$ cat config.mk
export PLATFORM = sky130hd
export DESIGN_NAME = uroba_mul_arbiter
export DESIGN_NICKNAME = d
export VERILOG_FILES = /design/src/rtl/uroba_pkg.sv /design/src/rtl/uroba_pipe.sv /design/src/rtl/uroba_mul_arbiter.sv
export SDC_FILE = /design/constraint.sdc
export NUM_CORES = 1
export LEC_CHECK = 0
export ABC_AREA = 1
export CAP_MARGIN = 30
export CORE_ASPECT_RATIO = 1.25
export CORE_UTILIZATION = 50
export CTS_BUF_LIST = sky130_fd_sc_hd__clkbuf_4 sky130_fd_sc_hd__clkbuf_8
export CTS_CLUSTER_SIZE = 8
export DETAILED_ROUTE_END_ITERATION = 7
export PLACE_DENSITY = 0.8
export SLEW_MARGIN = 20
export SYNTH_ARGS = -nofsm -noshare
export SYNTH_HDL_FRONTEND = slang
export SYNTH_HIERARCHICAL = 1
export SYNTH_SLANG_ARGS = --single-unit
$ cat constraint.sdc
create_clock -name clk -period 7 [get_ports clk]
set_input_delay 1.05 -clock clk [delete_from_list [all_inputs] [get_ports clk]]
set_output_delay 1.05 -clock clk [all_outputs]
set_load 0.01 [all_outputs]
$ cat src/rtl/uroba_pkg.sv
// Shared widths, stage record and rounding helper for the UROBA approximate multiplier.
package uroba_pkg;

  localparam int unsigned OP_W   = 32;
  localparam int unsigned PROD_W = 64;
  localparam int unsigned SH_W   = 6;
  localparam int unsigned TAG_W  = 3;

  typedef struct packed {
    logic              valid;
    logic [TAG_W-1:0]  id;
    logic [PROD_W-1:0] payload;
  } uroba_stage_t;

  typedef struct packed {
    logic            zero;
    logic [SH_W-1:0] sh;
  } uroba_round_t;

  // log2 of r(v): 1->0, 2/3->1, otherwise k or k+1 depending on the bit below the leading one.
  function automatic uroba_round_t uroba_round_shift(input logic [OP_W-1:0] v);
    uroba_round_t r;
    int unsigned  k;
    k      = 0;
    r.zero = (v == '0);
    for (int unsigned i = 0; i < OP_W; i++) begin
      if (v[i]) k = i;
    end
    if (k >= 2) r.sh = v[k-1] ? SH_W'(k + 1) : SH_W'(k);
    else        r.sh = SH_W'(k);
    return r;
  endfunction

endpackage

$ cat src/rtl/uroba_pipe.sv
// Three-stage UROBA datapath; all stages advance together on adv and hold otherwise.
module uroba_pipe
  import uroba_pkg::*;
(
  input  logic              clk,
  input  logic              rst_n,
  input  logic              adv,
  input  logic              in_valid,
  input  logic [TAG_W-1:0]  in_id,
  input  logic [OP_W-1:0]   in_x,
  input  logic [OP_W-1:0]   in_y,
  output logic              out_valid,
  output logic [TAG_W-1:0]  out_id,
  output logic [PROD_W-1:0] out_p
);

  uroba_stage_t      s1_q, s1_d;
  uroba_stage_t      s2_q, s2_d;
  uroba_stage_t      s3_q, s3_d;
  logic [PROD_W-1:0] s2_b_q, s2_b_d;
  logic [PROD_W-1:0] s2_c_q, s2_c_d;

  uroba_round_t      rnd_x, rnd_y;
  logic [SH_W:0]     sh_sum;
  logic              kill;
  logic [PROD_W-1:0] term_a, term_b, term_c;

  // Terms are kept at 64 bits: the result is taken modulo 2^64, so bits above 63 never matter.
  always_comb begin
    rnd_x  = uroba_round_shift(s1_q.payload[PROD_W-1:OP_W]);
    rnd_y  = uroba_round_shift(s1_q.payload[OP_W-1:0]);
    sh_sum = {1'b0, rnd_x.sh} + {1'b0, rnd_y.sh};
    kill   = rnd_x.zero | rnd_y.zero;
    term_a = {{OP_W{1'b0}}, s1_q.payload[PROD_W-1:OP_W]} << rnd_y.sh;
    term_b = {{OP_W{1'b0}}, s1_q.payload[OP_W-1:0]} << rnd_x.sh;
    term_c = PROD_W'(1) << sh_sum;

    s1_d   = s1_q;
    s2_d   = s2_q;
    s3_d   = s3_q;
    s2_b_d = s2_b_q;
    s2_c_d = s2_c_q;
    if (adv) begin
      s1_d.valid   = in_valid;
      s1_d.id      = in_id;
      s1_d.payload = {in_x, in_y};

      s2_d.valid   = s1_q.valid;
      s2_d.id      = s1_q.id;
      s2_d.payload = kill ? '0 : term_a;
      s2_b_d       = kill ? '0 : term_b;
      s2_c_d       = kill ? '0 : term_c;

      s3_d.valid   = s2_q.valid;
      s3_d.id      = s2_q.id;
      s3_d.payload = s2_q.payload + s2_b_q - s2_c_q;
    end
  end

  always_ff @(posedge clk) begin
    if (!rst_n) begin
      s1_q   <= '0;
      s2_q   <= '0;
      s3_q   <= '0;
      s2_b_q <= '0;
      s2_c_q <= '0;
    end else begin
      s1_q   <= s1_d;
      s2_q   <= s2_d;
      s3_q   <= s3_d;
      s2_b_q <= s2_b_d;
      s2_c_q <= s2_c_d;
    end
  end

  assign out_valid = s3_q.valid;
  assign out_id    = s3_q.id;
  assign out_p     = s3_q.payload;

endmodule

$ cat src/rtl/uroba_mul_arbiter.sv
// Round-robin front end sharing one UROBA pipeline among NUM_REQ requesters.
// Optional accepted-op counter enabled by defining UROBA_PERF_CNT_EN.
module uroba_mul_arbiter
  import uroba_pkg::*;
#(
  parameter int unsigned NUM_REQ = 4,
  parameter int unsigned ID_W    = $clog2(NUM_REQ)
) (
  input  logic                    clk,
  input  logic                    rst_n,
  input  logic [NUM_REQ-1:0]      req_valid,
  output logic [NUM_REQ-1:0]      req_ready,
  input  logic [OP_W*NUM_REQ-1:0] req_x,
  input  logic [OP_W*NUM_REQ-1:0] req_y,
  output logic                    out_valid,
  input  logic                    out_ready,
  output logic [ID_W-1:0]         out_id,
  output logic [PROD_W-1:0]       out_p
`ifdef UROBA_PERF_CNT_EN
  ,output logic [31:0]            op_count
`endif
);

  logic [ID_W-1:0]   rr_ptr_q, rr_ptr_d;
  logic [ID_W-1:0]   grant_id;
  logic              grant_any;
  logic              adv;
  logic              accept;
  int unsigned       idx;
  logic [OP_W-1:0]   sel_x, sel_y;
  logic              pipe_valid;
  logic [TAG_W-1:0]  pipe_id;
  logic [PROD_W-1:0] pipe_p;
  logic              unused_pipe_id;

  always_comb begin
    grant_any = 1'b0;
    grant_id  = '0;
    idx       = 0;
    for (int unsigned off = 0; off < NUM_REQ; off++) begin
      idx = 32'(rr_ptr_q) + off;
      if (idx >= NUM_REQ) idx = idx - NUM_REQ;
      if (!grant_any && req_valid[idx]) begin
        grant_any = 1'b1;
        grant_id  = ID_W'(idx);
      end
    end

    adv    = ~pipe_valid | out_ready;
    accept = grant_any & adv;

    req_ready = '0;
    if (accept) req_ready[grant_id] = 1'b1;

    rr_ptr_d = rr_ptr_q;
    if (accept) rr_ptr_d = (grant_id == ID_W'(NUM_REQ - 1)) ? '0 : grant_id + 1'b1;

    sel_x = req_x[32'(grant_id)*OP_W +: OP_W];
    sel_y = req_y[32'(grant_id)*OP_W +: OP_W];
  end

  always_ff @(posedge clk) begin
    if (!rst_n) rr_ptr_q <= '0;
    else        rr_ptr_q <= rr_ptr_d;
  end

  uroba_pipe u_pipe (
    .clk       (clk),
    .rst_n     (rst_n),
    .adv       (adv),
    .in_valid  (accept),
    .in_id     (TAG_W'(grant_id)),
    .in_x      (sel_x),
    .in_y      (sel_y),
    .out_valid (pipe_valid),
    .out_id    (pipe_id),
    .out_p     (pipe_p)
  );

  assign out_valid      = pipe_valid;
  assign out_id         = pipe_id[ID_W-1:0];
  assign out_p          = pipe_p;
  assign unused_pipe_id = ^pipe_id;

`ifdef UROBA_PERF_CNT_EN
  logic [31:0] op_count_q, op_count_d;

  always_comb op_count_d = accept ? op_count_q + 32'd1 : op_count_q;

  always_ff @(posedge clk) begin
    if (!rst_n) op_count_q <= '0;
    else        op_count_q <= op_count_d;
  end

  assign op_count = op_count_q;
`endif

endmodule

# After elaboration in Yosys (flattened, before gate mapping)

Index checks and enable logic that the tools add are counted.

$add $sub $neg: 15
Magnitude comparators: 14
Equality and inequality tests: 1
Shift operators: 5
Multiplexer cells: 97
Bitwise gates (word level): 4
Reductions and logical operators: 9

Operators by type and width:

| operator               | count |
|---|---|
| $shiftx A128 B8 Y32    | 2 |
| $mux W64               | 3 |
| $mux W5                | 32 |
| $lt A32 B3 Y1 const B  | 4 |
| $mux W32               | 4 |
| $shl A32 B6 Y64        | 2 |
| $mux W4                | 17 |
| $add A64 B64 Y64       | 1 |
| $logic_not A32 Y1      | 2 |
| $lt A32 B6 Y1 const B  | 2 |
| $shl A1 B7 Y64 const A | 1 |
| $sub A64 B64 Y64       | 1 |
| $mux W3                | 8 |
| $mux W6                | 4 |
| $mux W2                | 9 |
| $mux W1                | 13 |
| $add A5 B1 Y6 const B  | 2 |
| $sub A3 B3 Y4 const B  | 3 |
| $sub A5 B1 Y6 const B  | 2 |
| $bmux W1 S5            | 2 |
| $ge A5 B2 Y1 const B   | 2 |
| $ge A3 B3 Y1 const B   | 3 |
| $bmux W1 S2            | 4 |
| $add A6 B6 Y7          | 1 |
| other kinds (14)       | 21 |

Bits in registers: 331
Bits of input ports: 263
Output and inout port bits: 71
Word-level logic and storage cells: 157

# Logic depth before layout (Yosys ltp)

Word-level depth: 39
Gate-level depth with buffers: 62
Gate-level depth less buffers: 59

# Hierarchy

Netlist, hierarchy kept.

Modules (own cells, without submodules):

| module            | times used | cells each | area an instance (µm²) | seq. area each (µm²) |
|---|---|---|---|---|
| uroba_pipe        | 1          | 3858       | 24239.5                | 6646.4 |
| uroba_mul_arbiter | 1          | 793        | 3614.7                 | 40.0 |

# Least setup slack after synthesis

OpenSTA, ideal clock, no wires.

Kind: register to register
Start point: reg u_pipe/s1_q[34] (netlist bit)
End point: reg u_pipe.s2_c_q[52]
Setup time: 0.070 ns
Arrival time: 5.451 ns
Path slack: 1.478 ns
Stages on the path, launching flop included: 61
Buffers on the path: 3
Cells stage by stage: dfxtp_1 > inv_2 > nand2_1 > nand2_1 > nand2_1 > nand2_1 > nand2_1 > nand2_1 > nand2_1 > nand2_1 > nand2_1 > nand2_1 > nand2_1 > nand2_1 > nand2_1 > nand2_1 > nand2_1 > nand2_1 > [25 not listed] > xor2_4 > inv_2 > buf_2 > ha_1 > nand2_1 > nor2_1 > a211oi_1 > nor2_1 > inv_1 > a21oi_1 > nor3_1 > inv_1 > nor2_1 > inv_1 > buf_1 > nor2_1 > nand2_1 > a21oi_1

Longest elaborated chain between the ends: 38
Elaborated cells between the ends (all ways): 42

Ends and longest elaborated chain:

| what                          | RTL line         | text |
|---|---|---|
| start, declared               | uroba_pipe.sv:17 | `uroba_stage_t s1_q, s1_d;` |
| start signal, assigned        | uroba_pipe.sv:62 | `s1_q <= '0;` |
| start signal, assigned        | uroba_pipe.sv:68 | `s1_q <= s1_d;` |
| $mux W2 (2 in series)         | uroba_pkg.sv:27  | `if (v[i]) k = i;` |
| $mux W3 (4 in series)         | uroba_pkg.sv:27  |  |
| $mux W4 (8 in series)         | uroba_pkg.sv:27  |  |
| $mux W5 (16 in series)        | uroba_pkg.sv:27  |  |
| $sub A5 B1 Y6                 | uroba_pkg.sv:29  | `if (k >= 2) r.sh = v[k-1] ? SH_W'(k + 1) : SH_W'(k);` |
| $bmux W1 S5                   | uroba_pkg.sv:29  |  |
| $mux W1 (not written as such) | uroba_pkg.sv:29  |  |
| $mux W6 (2 in series)         | uroba_pkg.sv:29  |  |
| $add A6 B6 Y7                 | uroba_pipe.sv:32 | `sh_sum = {1'b0, rnd_x.sh} + {1'b0, rnd_y.sh};` |
| $shl A1 B7 Y64                | uroba_pipe.sv:36 | `term_c = PROD_W'(1) << sh_sum;` |
| $mux W64 *                    | uroba_pipe.sv:52 | `s2_c_d = kill ? '0 : term_c;` |
| end signal, assigned          | uroba_pipe.sv:66 | `s2_c_q <= '0;` |
| end signal, assigned          | uroba_pipe.sv:72 | `s2_c_q <= s2_c_d;` |
| end, declared                 | uroba_pipe.sv:21 | `logic [PROD_W-1:0] s2_c_q, s2_c_d;` |

Mark *: on every way between the ends. The rest lies on a longest branch, timed or not. The select of a mux whose other input is x is not followed.
A chain may end at the register's enable or synchronous reset.

# Worst setup path in the final report

Start point: reg u_pipe/s1_q[1] (netlist bit)
End point: reg u_pipe.s2_c_q[22]

Longest elaborated chain between the ends: 39
Elaborated cells between the ends (all ways): 43

Ends and longest elaborated chain:

| what                          | RTL line |
|---|---|
| $mux W1                       | uroba_pkg.sv:27 |
| $mux W2 (2 in series)         | uroba_pkg.sv:27 |
| $mux W3 (4 in series)         | uroba_pkg.sv:27 |
| $mux W4 (8 in series)         | uroba_pkg.sv:27 |
| $mux W5 (16 in series)        | uroba_pkg.sv:27 |
| $sub A5 B1 Y6                 | uroba_pkg.sv:29 |
| $bmux W1 S5                   | uroba_pkg.sv:29 |
| $mux W1 (not written as such) | uroba_pkg.sv:29 |
| $mux W6 (2 in series)         | uroba_pkg.sv:29 |
| $add A6 B6 Y7                 | uroba_pipe.sv:32 |
| $shl A1 B7 Y64                | uroba_pipe.sv:36 |
| $mux W64 *                    | uroba_pipe.sv:52 |

Marked as above.

==> flow_metrics.py <==
metrics = {
    "routing": {
        "viasPerCell": 5.55,
        "wl_met2_um": 47800,
        "drt-met1-wl_um": 39900,
        "routed.top_layer": "met4",
        "routed-wl-met3_um": 6450,
        "drt_wl_total_um": 101000,
        "dr_total_vias": 31015,
        "drc": 0,
        "drt_first_pass_iters": 7,
        "first_iter_violations": 2888,
        "wire_per_inst_um": 18.1,
        "ant_nets": 0,
    },
    "sta": {
        "slew_headroom_pct": 22.5,
        "fmax_ghz": 0.162,
        "rsz0062_at_grt": "false",
        "maxSlewViolCount": 0,
        "setup_violations": 0,
        "clock_skew_ns": 0.0234,
        "fin_crit_ns": 6.15,
        "period_share_pct": 87.9,
        "worst_pin_slew_ns": 1.16,
        "hold_viol_final": 0,
        "tns_ns": 0,
    },
    "layout": {
        "multi_input_area_sq_um": 17400,
        "seq_area_sq_um": 6630,
        "instances_no_fill": 5591,
        "drive_above_1_share_pct": 4.74,
        "nFillCells": 5582,
        "postLayoutCoreUtil_pct": 59.2,
        "final_nets": 5215,
        "area_delta_synth_final_pct": 17.0,
    },
    "critical_path": {
        "crit_arrival_ns": 6.74,
        "worstSetupPathType": "reg -> reg",
        "worst_setup_path_start_kind": "flop",
        "path_common_cell": "nand2_1",
        "max_stage_delay_ns": 0.48,
        "cp-end-kind": "flop",
        "crit_family": "simple AND/OR/NAND/NOR gates",
        "cp.required_ns": 7.59,
        "worst-path-buf-inv": 8,
        "critical_path.max_fanout": 11,
        "cp_slowest_cell": "dfxtp_1",
    },
    "clock_tree": {
        "post_cts_resized": 0,
        "cts_made_buffers": 55,
        "post_cts_buffers": 0,
        "root_buffer": "clkbuf_8",
        "hold_buffers": 0,
        "clk_pin_slew_worst_paths_ns": 0.07,
        "cts_tree": "built",
        "clockBufferDepth": 3,
        "htreeDepth": 2,
        "cts.sinks": 331,
        "clock_latency_ns": 0.68,
    },
    "logic_synthesis": {
        "syn_area_sq_um": 27800,
        "syn_inst": 4638,
        "yosys_warnings": 6,
        "syn_area_per_cell_sq_um": 5.98,
        "synth_nets": 5042,
    },
    "global_routing": {
        "grt_pass1_wl_um": 154000,
        "grt_max_degree": 249,
        "gr-total-overflow": 0,
        "gr-usage-all-layers_pct": 35.2,
        "grt_pass1_vias": 28202,
        "antenna_found_initial": 5,
    },
    "floorplan": {
        "start_util_pct": 50.6,
        "fp.dieW_um": 213,
        "rows": 96,
        "core_sq_um": 54900,
        "ioPinCount": 334,
        "dieArea_sq_um": 56500,
        "die_y_um": 265,
    },
    "flow_run": {
        "drv_cap": 0,
    },
    "place": {
        "gp_congestion": 1.03,
        "io_buffers": 333,
        "hpwl_um": 78000,
        "dp.cells": 5489,
    },
    "run_status": {
        "outcome": "complete, no violations",
    },
    "min_path": {
        "hp-class": "reg -> reg",
    },
}
worst paths after layout:
| check | from | endpoint | slack [ns] | cells past startpoint |
|---|---|---|---|---|
| max reg2reg | u_pipe/s1_q[1]$_SDFFE_PN0P_ | u_pipe/s2_c_q[22]$_SDFFE_PN0P_ | 0.85 | 57 |
| min reg2reg | u_pipe/s2_q[62]$_SDFFE_PN0P_ | u_pipe/s2_q[62]$_SDFFE_PN0P_ | 0.46 | 2 |
| min | u_pipe/s2_q[62]$_SDFFE_PN0P_ | u_pipe/s2_q[62]$_SDFFE_PN0P_ | 0.46 | 2 |
| max | u_pipe/s1_q[1]$_SDFFE_PN0P_ | u_pipe/s2_c_q[22]$_SDFFE_PN0P_ | 0.85 | 57 |
stage by stage:
| step | hold slack, ns | setup slack (ns) | cell area [sq um] |
|---|---|---|---|
| 2_1_floorplan | 0.445 | 1.48 | 27800 |
| 3_3_place_gp | 0.451 | 1.13 | 31200 |
| 3_5_place_dp | 0.455 | 1.01 | 31200 |
| 4_1_cts | 0.464 | 0.954 | 32500 |
| 5_1_grt | 0.481 | 0.101 | 32500 |
| 6_report | 0.463 | 0.845 | 32500 |
placed cells by master, fill, tap and decap left out, types with 3 or more instances in the layout:
master and n:
nor3_1 11, o21ai_0 173, nand2_1 1218, o221ai_1 3, inv_2 20, xor2_1 43
nor4_1 7, o21ai_1 17, dfxtp_1 331, o21bai_1 6, o211ai_1 4, ha_1 77
a21boi_0 3, clkbuf_8 66, clkdlybuf4s50_1 332, inv_1 622, o21a_1 7, fa_1 64
nand3_4 3, a21boi_1 6, diode_2 5, nor2_2 10, nand3_2 5, bufinv_16 4
o21ai_2 3, a21oi_1 326, buf_4 61, nand2_2 10, xor2_2 3, nand4_1 170
clkbuf_4 23, nor2_4 5, nor2_1 311, nand2_4 5, nand3_1 831, xnor2_1 22
a31oi_1 24
registers in the layout, indices dropped and copies added, names as in the netlist:
signal and count:
rr_ptr_q 2, u_pipe/out_id 2, u_pipe/s2_b_q 64, u_pipe/s2_q 67, u_pipe/s2_c_q 64, u_pipe/out_p 64, u_pipe/s1_q 67, u_pipe/out_valid 1
cell type report:
class	count	area share [%]
flip-flops and latches	331	20.4
diodes	5	0.0385
clock inverters	8	0.509
repair buffers	396	11.8
clock buffers	89	3.33
inverters	646	7.51
multi-input cells	3381	53.6
well taps	735	2.83
tightest hold or removal path, stage by stage, from the launching register on:
cell and delay (ns):
dfxtp_1 0.31, nand2_1 0.06, a21oi_1 0.05
metal layers:
metal  vias up  GRT usage [%]
li1      15382              -
met1     14060           42.4
met2      1314           58.7
met3       259           4.43
met4         0           22.8
met5         -              0
Power is left out: the tool's default activity adds up to more than one toggle a clock period on the data nets, which glitch-free logic cannot reach.
